===== src/rtl/addr_seq_pkg.sv =====
// Shared definitions for the register/bit address sequencer.
// Latency: n/a (types, constants and a width helper only).
// Backpressure: n/a.
//
// Contents: sequencer state encoding and the counter-width derivation
// used by the interface, the top and the bench.
package addr_seq_pkg;

    typedef enum logic [1:0] {
        S_IDLE = 2'd0,
        S_RUN  = 2'd1,
        S_HOLD = 2'd2
    } state_e;

    // Counter width is the register field followed by the bit field.
    function automatic int cw_of(input int rg_w, input int bit_w);
        return rg_w + bit_w;
    endfunction

endpackage


===== src/rtl/addr_seq_if.sv =====
// Control/address bundle between the step source and the sequencer.
// Latency: n/a (wiring only).
// Backpressure: none; strobes are single-cycle and always accepted.
//
// master: step source / front panel (drives tick, strobes, load value)
// slave : sequencer (drives rg_a, bit_a, busy, done, wrap)
interface addr_seq_if #(
    parameter int RG_W  = 4,
    parameter int BIT_W = 2
);
    import addr_seq_pkg::*;

    localparam int CW = cw_of(RG_W, BIT_W);

    logic              tick;
    logic              start;
    logic              stop;
    logic              dir;
    logic              oneshot;
    logic              load;
    logic [CW-1:0]     load_val;
    logic [RG_W-1:0]   rg_a;
    logic [BIT_W-1:0]  bit_a;
    logic              busy;
    logic              done;
    logic              wrap;

    modport master (
        output tick, start, stop, dir, oneshot, load, load_val,
        input  rg_a, bit_a, busy, done, wrap
    );

    modport slave (
        input  tick, start, stop, dir, oneshot, load, load_val,
        output rg_a, bit_a, busy, done, wrap
    );

endinterface


===== src/rtl/addr_seq_tick_edge.sv =====
// Optional 2-FF synchroniser plus rising-edge detector for the step input.
// Latency: step_o high during the cycle after 2 edges (SYNC=1) or 0 edges (SYNC=0).
// Backpressure: none; one step per rising edge, edges closer than 2 low cycles may merge.
//
// Ports: clk, clr (async, active-high), tick_i (raw step level), step_o (one-cycle pulse).
module addr_seq_tick_edge #(
    parameter bit SYNC = 1'b1
) (
    input  logic clk,
    input  logic clr,
    input  logic tick_i,
    output logic step_o
);

    logic tick_s;
    logic prev_q;

    generate
        if (SYNC) begin : g_sync
            logic [1:0] sync_q;
            always_ff @(posedge clk or posedge clr) begin
                if (clr) begin
                    sync_q <= '0;
                end else begin
                    sync_q <= {sync_q[0], tick_i};
                end
            end
            assign tick_s = sync_q[1];
        end else begin : g_nosync
            assign tick_s = tick_i;
        end
    endgenerate

    // History clears to 0, so a level already high after reset produces one
    // step; the sequencer is in IDLE then and discards it.
    always_ff @(posedge clk or posedge clr) begin
        if (clr) begin
            prev_q <= 1'b0;
        end else begin
            prev_q <= tick_s;
        end
    end

    assign step_o = tick_s & ~prev_q;

endmodule


===== src/rtl/addr_seq.sv =====
// Register/bit address sequencer: steps {rg_a, bit_a} over 0..LIMIT on each tick.
// Latency: strobes act on the next clk edge; tick to counter is 3 edges (SYNC=1) or 1 (SYNC=0).
// Backpressure: none; ticks coinciding with start/stop/load are dropped, not deferred.
//
// Ports: clk, clr (async, active-high), sq (slave side of addr_seq_if:
// tick/start/stop/dir/oneshot/load/load_val in; rg_a/bit_a/busy/done/wrap out).
module addr_seq
    import addr_seq_pkg::*;
#(
    parameter int RG_W  = 4,
    parameter int BIT_W = 2,
    parameter int LIMIT = (1 << (RG_W + BIT_W)) - 1,
    parameter bit SYNC  = 1'b1
) (
    input  logic       clk,
    input  logic       clr,
    addr_seq_if.slave  sq
);

    localparam int            CW  = cw_of(RG_W, BIT_W);
    localparam logic [CW-1:0] LIM = CW'(LIMIT);

    state_e          state_q;
    logic [CW-1:0]   cnt_q;
    logic            busy_q;
    logic            done_q;
    logic            wrap_q;
    logic            dir_q;
    logic            os_q;

    logic            step;
    logic            at_end;
    logic [CW-1:0]   cnt_step_d;
    logic [CW-1:0]   load_clamped;

    addr_seq_tick_edge #(.SYNC(SYNC)) u_tick_edge (
        .clk    (clk),
        .clr    (clr),
        .tick_i (sq.tick),
        .step_o (step)
    );

    // Loads above the terminal count saturate so the range is never left.
    assign load_clamped = (sq.load_val > LIM) ? LIM : sq.load_val;

    // Next counter value for a tick step, including the wrap to the far end.
    always_comb begin
        at_end     = dir_q ? (cnt_q == '0) : (cnt_q == LIM);
        cnt_step_d = cnt_q;
        if (dir_q) begin
            cnt_step_d = at_end ? LIM : (cnt_q - CW'(1));
        end else begin
            cnt_step_d = at_end ? '0 : (cnt_q + CW'(1));
        end
    end

    // Priority: stop > start (outside RUN) > load > tick step.
    always_ff @(posedge clk or posedge clr) begin
        if (clr) begin
            state_q <= S_IDLE;
            cnt_q   <= '0;
            busy_q  <= 1'b0;
            done_q  <= 1'b0;
            wrap_q  <= 1'b0;
            dir_q   <= 1'b0;
            os_q    <= 1'b0;
        end else begin
            wrap_q <= 1'b0;
            if (sq.stop) begin
                state_q <= S_IDLE;
                busy_q  <= 1'b0;
                done_q  <= 1'b0;
            end else if (sq.start && (state_q != S_RUN)) begin
                state_q <= S_RUN;
                busy_q  <= 1'b1;
                done_q  <= 1'b0;
                dir_q   <= sq.dir;
                os_q    <= sq.oneshot;
                // A simultaneous load replaces the direction-dependent restart value.
                if (sq.load) begin
                    cnt_q <= load_clamped;
                end else begin
                    cnt_q <= sq.dir ? LIM : '0;
                end
            end else if (sq.load) begin
                cnt_q <= load_clamped;
            end else if (step && (state_q == S_RUN) && !sq.start) begin
                // A start ignored in RUN still swallows a coincident tick.
                if (at_end && os_q) begin
                    state_q <= S_HOLD;
                    busy_q  <= 1'b0;
                    done_q  <= 1'b1;
                end else begin
                    cnt_q  <= cnt_step_d;
                    wrap_q <= at_end;
                end
            end
        end
    end

    assign sq.rg_a  = cnt_q[CW-1:BIT_W];
    assign sq.bit_a = cnt_q[BIT_W-1:0];
    assign sq.busy  = busy_q;
    assign sq.done  = done_q;
    assign sq.wrap  = wrap_q;

endmodule


===== src/flat_wrapper.sv =====
// flat-port wrapper written by rule: the top's interface ports become plain ports
module addr_seq_flat import addr_seq_pkg::*;
#(
    parameter int RG_W  = 4,
    parameter int BIT_W = 2,
    parameter int LIMIT = (1 << (RG_W + BIT_W)) - 1,
    parameter bit SYNC  = 1'b1
)
  (clk, clr, sq_tick, sq_start, sq_stop, sq_dir, sq_oneshot, sq_load, sq_load_val, sq_rg_a, sq_bit_a, sq_busy, sq_done, sq_wrap);
  addr_seq_if #(.RG_W(RG_W), .BIT_W(BIT_W)) sq_i ();
  input  logic clk;
  input  logic clr;
  input wire logic [$bits(sq_i.tick)-1:0] sq_tick;
  input wire logic [$bits(sq_i.start)-1:0] sq_start;
  input wire logic [$bits(sq_i.stop)-1:0] sq_stop;
  input wire logic [$bits(sq_i.dir)-1:0] sq_dir;
  input wire logic [$bits(sq_i.oneshot)-1:0] sq_oneshot;
  input wire logic [$bits(sq_i.load)-1:0] sq_load;
  input wire logic [$bits(sq_i.load_val)-1:0] sq_load_val;
  output wire logic [$bits(sq_i.rg_a)-1:0] sq_rg_a;
  output wire logic [$bits(sq_i.bit_a)-1:0] sq_bit_a;
  output wire logic [$bits(sq_i.busy)-1:0] sq_busy;
  output wire logic [$bits(sq_i.done)-1:0] sq_done;
  output wire logic [$bits(sq_i.wrap)-1:0] sq_wrap;
  assign sq_i.tick = sq_tick;
  assign sq_i.start = sq_start;
  assign sq_i.stop = sq_stop;
  assign sq_i.dir = sq_dir;
  assign sq_i.oneshot = sq_oneshot;
  assign sq_i.load = sq_load;
  assign sq_i.load_val = sq_load_val;
  assign sq_rg_a = sq_i.rg_a;
  assign sq_bit_a = sq_i.bit_a;
  assign sq_busy = sq_i.busy;
  assign sq_done = sq_i.done;
  assign sq_wrap = sq_i.wrap;
  addr_seq #(.RG_W(RG_W), .BIT_W(BIT_W), .LIMIT(LIMIT), .SYNC(SYNC)) u_core (.clk(clk), .clr(clr), .sq(sq_i));
endmodule

===== config.mk =====
export PLATFORM = sky130hd
export DESIGN_NAME = addr_seq_flat
export DESIGN_NICKNAME = d
export VERILOG_FILES = /design/src/rtl/addr_seq_pkg.sv /design/src/rtl/addr_seq_if.sv /design/src/rtl/addr_seq_tick_edge.sv /design/src/rtl/addr_seq.sv /design/src/flat_wrapper.sv
export SDC_FILE = /design/constraint.sdc
export NUM_CORES = 1
export LEC_CHECK = 0
export ABC_AREA = 1
export ABC_CLOCK_PERIOD_IN_PS = 2700
export CAP_MARGIN = 10
export CORE_UTILIZATION = 53
export CTS_CLUSTER_SIZE = 10
export DETAILED_ROUTE_END_ITERATION = 10
export GPL_ROUTABILITY_DRIVEN = 0
export PLACE_DENSITY = 0.84
export SYNTH_ARGS = -nofsm -noshare
export SYNTH_HDL_FRONTEND = slang
export SYNTH_SLANG_ARGS = --single-unit

===== constraint.sdc =====
create_clock -name clk -period 2.7 [get_ports clk]
set_input_delay 0.54 -clock clk [delete_from_list [all_inputs] [get_ports clk]]
set_output_delay 0.54 -clock clk [all_outputs]
set_load 0.02 [all_outputs]

* Yosys cells after proc, flatten, opt, wreduce, memory -nomap -nowiden
Cells that the tools add are included.
** Word-level totals
- Flip-flop bits (word level) :: 16
- Latch bits :: 0
- Bits in writable memories :: 0
- ROM bits :: 0
- Input bits :: 14
- Output and inout port bits :: 9
- Word-level logic and storage cells :: 63
- Memories kept :: 0
** Operators by class
- Add/subtract/negate cells :: 2
- Multiply operators :: 0
- Divide/modulo/power cells :: 0
- Order comparisons :: 1
- Eq/ne operators :: 5
- Shift-type cells :: 0
- Mux-type cells :: 31
- Bitwise operators :: 3
- Reductions and logical operators :: 12
** Operators by type and width (number)
- $mux W6 :: 10
- $mux W1 :: 16
- $mux W2 :: 5
- $reduce_bool A3 Y1 :: 3
- $add A6 B1 Y6 const B :: 1
- $eq A6 B6 Y1 const B :: 1
- $gt A6 B6 Y1 const B :: 1
- $logic_not A6 Y1 :: 1
- $ne A3 B2 Y1 const B :: 2
- $reduce_and A3 Y1 :: 2
- $sub A6 B1 Y6 const B :: 1
- $logic_and A1 B1 Y1 :: 4
- $eq A2 B1 Y1 const B :: 1
- $ne A2 B1 Y1 const B :: 1
- $not A1 Y1 :: 2
- $reduce_and A2 Y1 :: 1
- $and A1 B1 Y1 :: 1
- $logic_not A1 Y1 :: 1

* Logic depth before layout (Yosys ltp)
- Depth after elaboration :: 8
- Gate-level depth with buffers :: 12
- Depth with buffers taken out :: 12

* Hierarchy
A second synthesis with hierarchy kept.
** Unflattened totals
- Cells, all modules :: 150
- Area, all modules :: 1074.8 um^2
** By module, submodules not included
- addr_seq :: times used 1, cells each 144, area each 985.9 um^2, seq. area each 275.3 um^2
- addr_seq_tick_edge :: times used 1, cells each 6, area each 88.8 um^2, seq. area each 75.1 um^2

* Worst setup path after synthesis
No wires, ideal clock.
- Path type :: register to register
- From :: register u_core.cnt_q[0]
- To :: register u_core.cnt_q[3]
- Library setup time :: 0.118 ns
- Data arrival time :: 1.552 ns
- Data required time :: 2.582 ns
- Path slack :: 1.030 ns
- Stages on the path, launching flop included :: 12
- Path buffers :: 0
- Clock period less this slack :: 1.670 ns
- Cells stage by stage :: dfrtp_1 -> inv_1 -> ha_1 -> inv_1 -> nor2_2 -> nand4_4 -> nand2_4 -> nand3_4 -> nand2_4 -> nand2_4 -> nand2_1 -> nand2_1
** Between the ends
- Cells in the longest elaborated chain, start to end :: 8
- Elaborated cells on any way between the ends :: 15
- Those cells by class :: 2 x add/sub; 2 x eq/ne; 8 x mux; 3 x reduce/logical
** Ends and longest elaborated chain
- from (decl) :: line addr_seq.sv:24 : logic [CW-1:0] cnt_q;
- from (signal assigned) :: line addr_seq.sv:81 : cnt_q <= load_clamped;
- from (signal assigned) :: line addr_seq.sv:83 : cnt_q <= sq.dir ? LIM : '0;
- from (signal assigned) :: line addr_seq.sv:86 : cnt_q <= load_clamped;
- parallel branches: the longest is 8 deep, another holds $add A6 B1 Y6
Parallel ways; which one is timed is not known. The select of a mux whose other input is x is not followed.
A chain may end at the register's enable or synchronous reset.

* Final worst setup path
- From :: register u_core.cnt_q[2]
- To :: output port sq_rg_a[0]
** RTL lines
- to (decl) :: line flat_wrapper.sv:20 : output wire logic [$bits(sq_i.rg_a)-1:0] sq_rg_a;
No word-level cell between the ends.

==> results by group <==
Synthesis
  – Cells after Synth: 141
  – Post-synthesis mux area share: 0.0111
  – Synth cell types: 26
  – Syn_nets: 157
  – Post-synthesis sequential area ratio: 0.344
  – Synth Area in Simple Gates: 0.447
  – Synth Area in XOR/XNOR: 0.00860
  – FF+latch count, synth: 14
  – Syn_area_per_cell: 7.22 um^2
  – Largest family of logic cells by synthesized area: simple AND/OR/NAND/NOR gates
  – Post-synthesis compound-gate area fraction: 0.0737
  – Cell Area, Synth: 0.00102 mm^2
  – Synth Warn #: 0
  – Synth Area in Adders: 0.0246

Worst setup path
  – Type of origin of the critical path: flop
  – Worst R2R End: u_core.cnt_q[1]
  – CP max-delay cell: clkdlybuf4s50_1
  – Buffers & Inverters on Critical Path: 1
  – Endpoint type of the worst setup path: primary output
  – Data required, critical path: 2160 ps
  – CP cell instances: clkdlybuf4s50_1
  – Critical path's largest stage delay: 680 ps
  – CP Max Fanout: 10
  – Reg2reg setup slack: 760 ps
  – Setup CP Type: reg -> out
  – Reg2Reg Depth: 11
  – Delay-heaviest family, CP: buffers and inverters
  – Crit path DAT: 1550 ps
  – Worst r2r src: u_core.cnt_q[0]

Routing
  – Drt initial violations: 40
  – Routed Antenna Nets: 0
  – WL final: 2.31 mm
  – Drt drc: 0
  – DR vias: 997
  – Routed wire per std cell: 12.3 um
  – Drt first pass iters: 5
  – Vias per std cell: 5.30

STA
  – Worst hold margin: 356 ps
  – Fmax: 0.478 GHz
  – RSZ-0062 raised after global routing: false
  – Slew HR: 0.656
  – Setup TNS: 0 ps
  – Post-route clock skew: 1.50 ps
  – Post-route setup slack: 607 ps
  – Part of the cycle the worst path needs: 0.775
  – Fin. Hold Viols: 0
  – Final Slew Violations: 0
  – Tmin final: 2090 ps
  – Final number of setup-violating endpoints: 0
  – Worst-Margin Slew: 515 ps

Clocking
  – Root Driver: clkbuf_4
  – Num CTS Buffers: 3
  – Clk buf depth: 2
  – CTS sink count: 14
  – Post-CTS setup buffer count: 0
  – CTS tree: built
  – Clock latency on the worst-skew pair: 290 ps
  – CTS clk-pin slew, worst paths: 90 ps
  – Post-cts hold buffer count: 0
  – Post-cts sizing count: 0
  – H-tree Lvls: 1

Placement
  – HPWL after DPL: 1.77 mm
  – Dpl ws: 717 ps
  – PortBufs: 22

Cells and area
  – Layout cells sized above 1: 0.117
  – Layout fillers: 153
  – Synthesis-to-layout area growth: 25.4%
  – # diodes: 0
  – Multi-input logic area: 576 um^2
  – FF+latch area: 350 um^2
  – Final nets: 180

Hold path
  – Min-delay src: u_core.u_tick_edge.g_sync.sync_q[0]
  – Hold Path Class: reg -> reg
  – WHS Path Cells: 0
  – Hold Path Sink: u_core.u_tick_edge.g_sync.sync_q[1]

Power
  – Static leakage: 0.000636 uW
  – VDD IR-drop max: 0.367 mV
  – Pwr/cell area: 593 mW/mm^2

Floorplanning
  – Ports: 23
  – Core Area: 0.00176 mm^2
  – Die Span Y: 45.8 um
  – Rows: 15
  – Die Wd: 45.8 um
  – Starting density of the core: 0.577
  – Die ar.: 0.00210 mm^2

Status
  – Status: completed

Global route
  – First-pass GRT wire length: 4.03 mm
  – Vias in the first global route: 954
  – Initial antenna violation count: 0
  – Final global-route overflow total: 0
  – GRT Util Overall: 0.270
  – Largest net degree at the start of global routing: 15

Job
  – Max Cap Viol: 0
## logic make-up (layout without fill, tap and decap cells)
| logic type | after synthesis | count (layout) |
|---|---|---|
| compound gates | 13 | 13 |
| xor+xnor | 1 | 1 |
| fa+ha+maj | 2 | 2 |
| buf+inv | 21 | 43 |
| flops | 14 | 14 |
| mux | 1 | 1 |
| simple gates | 89 | 89 |
## flip-flops by register name (all words and copies together), names as in the netlist
| register | flops |
|---|---|
| u_core.u_tick_edge.g_sync.sync_q | 2 |
| u_core.sq.wrap | 1 |
| u_core.state_q | 2 |
| u_core.u_tick_edge.prev_q | 1 |
| u_core.os_q | 1 |
| u_core.cnt_q | 6 |
| u_core.dir_q | 1 |
## worst max path at each step
stage | from | end | slack, ps | cells past startpoint
5_1_grt | u_core.cnt_q[2] | sq_rg_a[0] | 540 | 1
4_1_cts | u_core.cnt_q[2] | sq_rg_a[0] | 600 | 1
3_3_place_gp | sq_stop | u_core.os_q | 740 | 4
3_5_place_dp | sq_stop | u_core.os_q | 720 | 4
6_report | u_core.cnt_q[2] | sq_rg_a[0] | 610 | 1
2_1_floorplan | u_core.cnt_q[0] | u_core.cnt_q[3] | 1030 | 11
## synthesized netlist by cell type
cell / instances / area, um^2
a21oi_1: 8 / 40.0
xor2_1: 1 / 8.76
a21oi_2: 1 / 8.76
nor2_2: 2 / 12.5
ha_1: 2 / 25.0
o21ai_0: 2 / 10.0
nand2_1: 46 / 173
inv_1: 17 / 63.8
buf_6: 1 / 11.3
dfrtp_1: 14 / 350
nand4_4: 1 / 21.3
nand2_2: 1 / 6.26
buf_2: 2 / 10.0
nor3_1: 1 / 5.00
o21ai_2: 1 / 8.76
or2_2: 1 / 6.26
a21boi_1: 1 / 7.51
nor2_4: 1 / 11.3
nand3_4: 2 / 35.0
nand4_1: 3 / 18.8
and3_2: 1 / 7.51
mux2_2: 1 / 11.3
nand2_4: 3 / 33.8
nor2_1: 8 / 30.0
buf_4: 1 / 7.51
nand3_1: 19 / 95.1
## per-layer routing
layer / GRT usage / wire length [um] / vias to the layer above
met1: 0.365 / 1050 / 460
met2: 0.443 / 1120 / 36
met4: 0.0824 / 34 / 0
li1: - / - / 496
met5: 0 / 0 / -
met3: 0.0397 / 105 / 5
## placed cells by master, fill, tap and decap left out
cell type / synthesis / final
mux2_2: 1 / 1
nand2_4: 3 / 3
a21oi_2: 1 / 1
nand4_1: 3 / 3
nand2_2: 1 / 1
a21boi_1: 1 / 1
clkdlybuf4s50_1: 0 / 22
nor2_1: 8 / 8
inv_1: 17 / 17
clkbuf_8: 0 / 1
nand2_1: 46 / 46
o21ai_0: 2 / 2
o21ai_2: 1 / 1
or2_2: 1 / 1
nor3_1: 1 / 1
nor2_2: 2 / 2
xor2_1: 1 / 1
nand3_4: 2 / 2
and3_2: 1 / 1
clkbuf_4: 0 / 3
ha_1: 2 / 2
a21oi_1: 8 / 8
nand4_4: 1 / 1
nand3_1: 19 / 19
dfrtp_1: 14 / 14
nor2_4: 1 / 1
## through the flow
step	power (uW)	utilization	area, um^2	instances
floorplan	498	-	1020	141
detailed placement	598	0.704	1240	184
CTS	755	0.724	1280	188
global route	807	0.724	1280	188
finish	757	0.724	1280	188
global placement	588	0.704	1240	184
## report_power, final
part	switching [uW]	leakage [uW]	internal, uW
sequential	64.4	0.000175	238
combinational	171	0.000440	127
clock	74.7	0.0000210	82.2
total	310	0.000636	447
## cell type report
type | instances | area share
Timing Repair Buffer | 22 | 0.172
Multi-Input combinational cell | 106 | 0.451
Sequential cell | 14 | 0.274
Inverter | 17 | 0.0500
Tap cell | 25 | 0.0245
Clock buffer | 4 | 0.0284
No activity file was read; power rests on OpenSTA's default activity.
